==> src/rtl/lsu_mem_ctrl.sv <==
// Load/store unit with a variable-latency memory handshake.
// It accepts one load or store from execute and holds the pipeline
// until the access completes. Stores are sent as lane-aligned data
// with a per-bit write mask. Load results are lane-selected,
// sign- or zero-extended, and registered for register-file writeback.
//
// Request handshake: while oMemEn is 1, the request (oMemWrEn,
// oMemAddr, oMemWrMask, oMemWrDat) is held stable. The request
// transfers in the cycle that oMemEn and iMemGnt are both 1. For a
// load, load data transfers in the first cycle after the grant in
// which iMemRspVld is 1.
module lsu_mem_ctrl #(
  parameter int RV64           = 0,
  parameter int ADDR_WIDTH     = 32,
  parameter int MEM_ADDR_WIDTH = 12,
  localparam int DW            = (RV64 != 0) ? 64 : 32
) (
  input  logic                      clk,
  input  logic                      rst,
  input  logic                      iReqVld,
  input  logic                      iLoad,
  input  logic                      iStore,
  input  logic [2:0]                iFunct3,
  input  logic [ADDR_WIDTH-1:0]     iAddr,
  input  logic [DW-1:0]             iStoreDat,
  input  logic [4:0]                iRd,
  output logic                      oStall,
  output logic                      oMisalign,
  output logic                      oMemEn,
  output logic                      oMemWrEn,
  output logic [MEM_ADDR_WIDTH-1:0] oMemAddr,
  output logic [DW-1:0]             oMemWrMask,
  output logic [DW-1:0]             oMemWrDat,
  input  logic                      iMemGnt,
  input  logic                      iMemRspVld,
  input  logic [DW-1:0]             iMemDat,
  output logic                      oRfWrEn,
  output logic [4:0]                oRfWrAddr,
  output logic [DW-1:0]             oRfWrDat
);
  localparam int OFF = (RV64 != 0) ? 3 : 2;
  localparam int NB  = DW / 8;

  typedef enum logic [1:0] {IDLE, REQ, RSP, WB} state_t;

  state_t                    state;
  logic [MEM_ADDR_WIDTH-1:0] maddr_q;
  logic [OFF-1:0]            lane_q;
  logic [1:0]                size_q;
  logic                      uns_q;
  logic                      store_q;
  logic [4:0]                rd_q;
  logic [DW-1:0]             mask_q;
  logic [DW-1:0]             wdat_q;
  logic [DW-1:0]             rdat_q;

  logic            legal;
  logic            aligned;
  logic            mem_op;
  logic            accept;
  logic [OFF-1:0]  lane_in;
  logic [NB-1:0]   be_base;
  logic [NB-1:0]   be_lane;
  logic [DW-1:0]   st_mask;
  logic [DW-1:0]   st_dat;
  logic [DW-1:0]   shifted;
  logic [DW-1:0]   keep;
  logic            sign_bit;
  logic            fill;
  logic [DW-1:0]   ld_res;

  // Upper address bits above the word index are intentionally unused.
  logic unused_addr;
  assign unused_addr = ^iAddr;

  assign lane_in = iAddr[OFF-1:0];
  assign mem_op  = iReqVld & (iLoad | iStore);
  assign accept  = (state == IDLE) & mem_op & legal & aligned;

  // Decode access legality and natural alignment from funct3 and the address.
  always_comb begin
    legal = 1'b1;
    case (iFunct3)
      3'd3, 3'd6: legal = (RV64 != 0);
      3'd7:       legal = 1'b0;
      default:    legal = 1'b1;
    endcase
    aligned = 1'b1;
    case (iFunct3[1:0])
      2'd1:    aligned = ~iAddr[0];
      2'd2:    aligned = (iAddr[1:0] == 2'b00);
      2'd3:    aligned = (iAddr[2:0] == 3'b000);
      default: aligned = 1'b1;
    endcase
  end

  // Build the store byte enables, the per-bit mask, and the lane-shifted data.
  always_comb begin
    case (iFunct3[1:0])
      2'd0:    be_base = NB'(1);
      2'd1:    be_base = NB'(3);
      2'd2:    be_base = NB'(15);
      default: be_base = NB'(255);
    endcase
    be_lane = be_base << lane_in;
    st_mask = '0;
    for (int i = 0; i < NB; i++) begin
      st_mask[8*i +: 8] = {8{be_lane[i]}};
    end
    st_dat = iStoreDat << {lane_in, 3'b000};
  end

  // Select the addressed lane from the memory word and extend it to DW.
  always_comb begin
    shifted = iMemDat >> {lane_q, 3'b000};
    case (size_q)
      2'd0:    begin keep = DW'(8'hFF);         sign_bit = shifted[7];    end
      2'd1:    begin keep = DW'(16'hFFFF);      sign_bit = shifted[15];   end
      2'd2:    begin keep = DW'(32'hFFFF_FFFF); sign_bit = shifted[31];   end
      default: begin keep = '1;                 sign_bit = shifted[DW-1]; end
    endcase
    fill   = ~uns_q & sign_bit;
    ld_res = (shifted & keep) | (~keep & {DW{fill}});
  end

  // Access FSM: latch the request on accept, hold it until granted, then capture the load response.
  always_ff @(posedge clk) begin
    if (rst) begin
      state   <= IDLE;
      maddr_q <= '0;
      lane_q  <= '0;
      size_q  <= '0;
      uns_q   <= 1'b0;
      store_q <= 1'b0;
      rd_q    <= '0;
      mask_q  <= '0;
      wdat_q  <= '0;
      rdat_q  <= '0;
    end else begin
      case (state)
        IDLE: begin
          if (accept) begin
            maddr_q <= iAddr[MEM_ADDR_WIDTH+OFF-1:OFF];
            lane_q  <= lane_in;
            size_q  <= iFunct3[1:0];
            uns_q   <= iFunct3[2];
            store_q <= iStore;
            rd_q    <= iRd;
            mask_q  <= iStore ? st_mask : '0;
            wdat_q  <= iStore ? st_dat : '0;
            state   <= REQ;
          end
        end
        REQ: begin
          if (iMemGnt) state <= store_q ? IDLE : RSP;
        end
        RSP: begin
          if (iMemRspVld) begin
            rdat_q <= ld_res;
            state  <= WB;
          end
        end
        default: state <= IDLE;
      endcase
    end
  end

  assign oMemEn     = (state == REQ);
  assign oMemWrEn   = (state == REQ) & store_q;
  assign oMemAddr   = (state == REQ) ? maddr_q : '0;
  assign oMemWrMask = (state == REQ) ? mask_q : '0;
  assign oMemWrDat  = (state == REQ) ? wdat_q : '0;
  assign oRfWrEn    = (state == WB) & (rd_q != 5'd0);
  assign oRfWrAddr  = (state == WB) ? rd_q : '0;
  assign oRfWrDat   = (state == WB) ? rdat_q : '0;
  assign oMisalign  = (state == IDLE) & mem_op & ~(legal & aligned);
  assign oStall     = accept | ((state == REQ) & ~(store_q & iMemGnt)) | (state == RSP);
endmodule

==> config.mk <==
export PLATFORM = sky130hd
export DESIGN_NAME = lsu_mem_ctrl
export DESIGN_NICKNAME = d
export VERILOG_FILES = /design/src/rtl/lsu_mem_ctrl.sv
export SDC_FILE = /design/constraint.sdc
export NUM_CORES = 1
export LEC_CHECK = 0
export ABC_AREA = 1
export CORE_ASPECT_RATIO = 0.6
export CORE_MARGIN = 8
export CORE_UTILIZATION = 44
export CTS_BUF_LIST = sky130_fd_sc_hd__clkbuf_16
export DETAILED_ROUTE_END_ITERATION = 6
export GPL_ROUTABILITY_DRIVEN = 1
export PLACE_DENSITY = 0.82
export SYNTH_ARGS = -nofsm -noshare
export SYNTH_HDL_FRONTEND = slang
export SYNTH_SLANG_ARGS = --single-unit
==> constraint.sdc <==
create_clock -name clk -period 1.8 [get_ports clk]
set_clock_uncertainty 0.05 [all_clocks]
set_input_delay 0.36 -clock clk [delete_from_list [all_inputs] [get_ports clk]]
set_output_delay 0.36 -clock clk [all_outputs]
set_load 0.02 [all_outputs]
-- Yosys cells after proc, flatten, opt, wreduce, memory -nomap -nowiden
Index checks and enable logic that the tools add are counted.
- flip-flop bits (word level): 121
- latch bits: 0
- bits in writable memories: 0
- memory bits (read-only): 0
- word-level logic and storage cells: 75
- memories kept: 0
- add/subtract/negate cells: 0
- multiply operators: 0
- div/mod/pow operators: 0
- order comparisons: 0
- equal/unequal tests: 13
- shift-type cells: 3
- multiplexer cells: 17
- bitwise gates (word level): 22
- reductions and logical operators: 10
- operators by type and width (cell ; number):
    two-way mux 32 bit ; 5
    AND 32 bit ; 2
    case mux 32 bit (2 select lines) ; 1
    inverter 32 bit ; 1
    bitwise OR 32 bit ; 1
    left shift 32 x 5 -> 32 bit ; 1
    right shift 32 x 5 -> 32 bit ; 1
    two-way mux 12 bit ; 1
    AND 1 bit ; 11
    equality test 2 bit (second input constant) ; 4
    logical NOT 2 bit ; 4
    two-way mux 2 bit ; 4
    case mux 4 bit (2 select lines) ; 1
    equality test 2 x 1 -> 1 bit (second input constant) ; 3
    equality test 3 bit (second input constant) ; 2
    case mux 2 bit (3 select lines) ; 1
    two-way mux 5 bit ; 1
    nonzero test 5 bit ; 1
    inequality test 2 bit (second input constant) ; 2
    inverter 1 bit ; 4
    AND reduction 2 bit ; 2
    left shift 4 x 2 -> 4 bit ; 1
    equality test 3 x 2 -> 1 bit (second input constant) ; 1
    logical NOT 3 bit ; 1
    7 further kinds ; 9

-- Longest topological paths before layout
- depth after elaboration: 7
- depth in mapped cells: 11
- depth with buffers taken out: 9

-- Least setup slack after synthesis
OpenSTA, ideal clock, no wires.
- path type: reg-to-output
- start point: register state[0]
- end point: output oMemWrMask[10]
- data arrival time: 1945 ps
- required time: 1390 ps
- slack: -555 ps
- stages on the path, launching flop included: 7
- path through: dfxtp_1 inv_1 nor2_1 clkinv_1 clkbuf_1 nor2_1 buf_4
- word-level cells in the longest chain between the ends: 2
- ends and longest elaborated chain (what ; line ; source):
    start, declared ; 46 ; state_t state;
    start signal, assigned ; 155 ; if (iMemGnt) state <= store_q ? IDLE : RSP;
    equality test 2 x 1 -> 1 bit ; - ;
    via oMemEn ; 29 ; output logic oMemEn,
    two-way mux 32 bit ; 171 ; assign oMemWrMask = (state == REQ) ? mask_q : '0;
    end, declared ; 32 ; output logic [DW-1:0] oMemWrMask,
The timed path passes the listed nets, and every way through them passes these cells.

-- Final worst setup path
- start point: register state[1]
- end point: output oMemWrMask[19]
- word-level cells in the longest chain between the ends: 2
- ends and longest elaborated chain (what ; line):
    equality test 2 x 1 -> 1 bit ; 171
    two-way mux 32 bit ; 171
No other way between the ends.

==> reports/metrics.yaml <==
critPathRequiredTime_ps: 1390
synth-warning-count: 0
holdBufCountCts: 0
detailroute.via_count: 6324
rows: 31
critical-path-max-stage-delay_ps: 320
global_route_wire_length_before_repair_mm: 31.1
cts.path.max_buffers: 2
dp.final_hpwl_mm: 14.7
vdd_drop_max_uv: 531
worstHoldEndpoint: "wdat_q[9]"
die_x_um: 160
synth_enable_flop_cells: 0
vertical_extent_of_the_die_um: 103
status: "finished, violations left"
arrival_time_of_data_at_the_critical_path_endpoint_ps: 1610
ant_nets: 0
cts_tree: "built"
finish.net_count: 1187
area_of_the_multi_input_gates_um2: 2820
total_leakage_power_nw: 3.55
power_density_nw_per_um2: 739
dpl-instance-area_um2: 7860
timing.hold.worst.start: "wdat_q[9]"
synthArstFlopShare_pct: 0
global_route.overflow_total: 0
path_cells: "buf_6, nor2_4, inv_6, buf_12, nor2_4, buf_4, buf_6"
cts.reportedPaths.clkPinSlew_ps: 60
failing_checks: "setup timing"
layout.cells.non_filler: 1245
synthToLayoutAreaGrowth_pct: 54.0
critPathTopFamily: "buffers and inverters"
antenna_found_initial: 0
cts.htree.levels: 3
crit_slowest_cell: "sky130_fd_sc_hd__dfxtp_2"
drc_errors: 0
final_max_slew_viol_count: 0
detail_route.vias_per_cell: 5.08
synthFlopType: "sky130_fd_sc_hd__dfxtp_1"
initial_utilization_pct: 45.4
worstSetupStartpointType: "flop"
r2r-end: "rdat_q[3]"
grt_pass1_vias: 6035
gp_routability_congestion: 0.946
p_total_mw: 6.25
drive_gt1_share_pct: 28.1
r2r_start: "lane_q[0]"
design.portCount: 229
grt_start_max_net_pins: 57
reg2regPathDepth: 7
fillers: 1072
drt-wirelength-per-cell_um: 16.4
hold_ws_ps: 415
dr.first_iter.drc_count: 371
hold_class: "reg2reg"
syn_area_um2: 5490
final-seq-area_um2: 1860
post_route_cell_area_um2: 8460
drv.max_cap_violation_count: 0
synth_fp_nets: 972
pre_cts_ws_ps: -722
globalRouteTotalUtil_pct: 23.2
clk-insertion-delay-late_ps: 320
placeableCoreArea_um2: 12100
antenna-diode-count: 0
setup_total_negative_slack_ps: -6770
setup_slack_ps: -220
hold-path-cell-count: 2
synth_seq_area_share_pct: 33.9
post_synth_inst_count: 861
min_period_ps: 2020
final_hold_viol_count: 0
root_buffer: "sky130_fd_sc_hd__clkbuf_16"
max_slew.worst_pin.slew_ps: 465
total_die_area_um2: 16400
placement.io_buffers: 210
cp_endpoint_kind: "output port"
clock_buffer_count_from_cts: 9
final_setup_fails: 56
fin_util_pct: 69.9
cp_num_buf_inv: 5
setup_slack_of_the_worst_register_to_register_path_ps: 100
first_pass_iters: 5
fin_crit_sh_pct: 112
ys_ff_latch: 93
yosys.cell_types.count: 33
worstPathMaxFanout: 7
worst-setup-path-type: "reg2out"
clock_sinks: 93
wl_mm: 20.4
place.detailed.instances: 1212
rsz_0062_raised_after_global_routing: "true"
timing.slew.headroom_pct: 68.7
post_synth.cell_area_avg_um2: 6.38
max_clock_freq_mhz: 495
worst reg2reg max path: stages, from the launching register on:
cell and delay (ps):
sky130_fd_sc_hd__dfxtp_1 430, sky130_fd_sc_hd__inv_2 90, sky130_fd_sc_hd__buf_4 220, sky130_fd_sc_hd__o21ai_0 430, sky130_fd_sc_hd__a21oi_1 130, sky130_fd_sc_hd__o31ai_1 110, sky130_fd_sc_hd__o211ai_1 130, sky130_fd_sc_hd__inv_1 70
cell usage after synthesis, types with 2 or more instances:
library cell	number	area share [%]
sky130_fd_sc_hd__a21oi_1	106	9.7
sky130_fd_sc_hd__buf_2	10	0.91
sky130_fd_sc_hd__buf_4	33	4.5
sky130_fd_sc_hd__buf_6	4	0.82
sky130_fd_sc_hd__clkbuf_1	39	2.7
sky130_fd_sc_hd__clkinv_1	2	0.14
sky130_fd_sc_hd__dfxtp_1	93	34
sky130_fd_sc_hd__inv_1	121	8.3
sky130_fd_sc_hd__inv_2	3	0.21
sky130_fd_sc_hd__inv_4	3	0.34
sky130_fd_sc_hd__nand2_1	89	6.1
sky130_fd_sc_hd__nand2_2	2	0.23
sky130_fd_sc_hd__nand3_1	32	2.9
sky130_fd_sc_hd__nor2_1	140	9.6
sky130_fd_sc_hd__nor2_2	20	2.3
sky130_fd_sc_hd__nor3_1	18	1.6
sky130_fd_sc_hd__o211ai_1	15	2.1
sky130_fd_sc_hd__o21ai_0	88	8.0
sky130_fd_sc_hd__o22ai_1	8	0.91
sky130_fd_sc_hd__o31ai_1	7	0.96
sky130_fd_sc_hd__or2_2	16	1.8
cell usage in the layout, fill, tap and decap left out, types with 10 or more instances in the layout:
master	instances
sky130_fd_sc_hd__nor3_1	18
sky130_fd_sc_hd__o21ai_0	88
sky130_fd_sc_hd__buf_6	58
sky130_fd_sc_hd__o211ai_1	15
sky130_fd_sc_hd__nor2_2	32
sky130_fd_sc_hd__or2_2	16
sky130_fd_sc_hd__clkbuf_16	10
sky130_fd_sc_hd__nor2_1	108
sky130_fd_sc_hd__nand2_1	86
sky130_fd_sc_hd__nand3_1	32
sky130_fd_sc_hd__nor2_4	20
sky130_fd_sc_hd__inv_1	120
sky130_fd_sc_hd__buf_4	90
sky130_fd_sc_hd__buf_2	32
sky130_fd_sc_hd__dfxtp_1	91
sky130_fd_sc_hd__buf_8	10
sky130_fd_sc_hd__a21oi_1	106
sky130_fd_sc_hd__clkdlybuf4s50_1	87
area by class of cell:
cell class	count	share of cell area, %
Clock buffer	9	2.66
Timing Repair Buffer	292	32.7
Inverter	129	5.87
Multi-Input combinational cell	551	33.4
Sequential cell	93	22.0
Tap cell	165	2.44
Clock inverter	6	0.947
layer usage:
| metal | global-route usage, % | vias up | routed length [µm] |
|---|---|---|---|
| met5 | 0 | - | 0 |
| met1 | 31.3 | 2848 | 9010 |
| met4 | 3.50 | 0 | 170 |
| li1 | - | 3141 | - |
| met2 | 35.0 | 318 | 8670 |
| met3 | 9.17 | 17 | 2510 |
kinds of logic after synthesis:
| logic type | after synthesis | synth area share (%) |
|---|---|---|
| and+or+nand+nor | 321 | 25.4 |
| AOI/OAI and AO/OA | 230 | 22.5 |
| buffers and inverters | 217 | 18.2 |
| DFF | 93 | 33.9 |
power by group:
| part | switching, mW | internal, mW |
|---|---|---|
| combinational | 1.11 | 0.861 |
| clock | 0.765 | 1.20 |
| sequential | 0.0908 | 2.22 |
| total | 1.97 | 4.28 |
state kept, by name, summed over array words and instances, names as in the netlist:
signal   flops
uns_q        1
rd_q         5
store_q      1
mask_q       4
size_q       2
maddr_q     12
state        2
lane_q       2
wdat_q      32
rdat_q      32
how the worst max path moves through the flow:
stage | from | endpoint | slack [ps] | depth (start not counted)
floorplan | state[0] | oMemWrMask[10] | 2 | 6
global placement | iAddr[0] | oStall | -690 | 8
detailed placement | iAddr[0] | oStall | -720 | 8
CTS | state[1] | oMemWrMask[27] | -190 | 7
global route | state[1] | oMemWrMask[19] | -280 | 7
finish | state[1] | oMemWrMask[19] | -220 | 7
timing repair:
action,in CTS,in global routing
pin swaps,3,2
endpoints found under the hold margin,0,0
gates resized for setup,601,102
buffers inserted,11,5
setup endpoints to repair,178,145
gates cloned,0,2
Note: power is estimated with default switching activity, not from simulation.
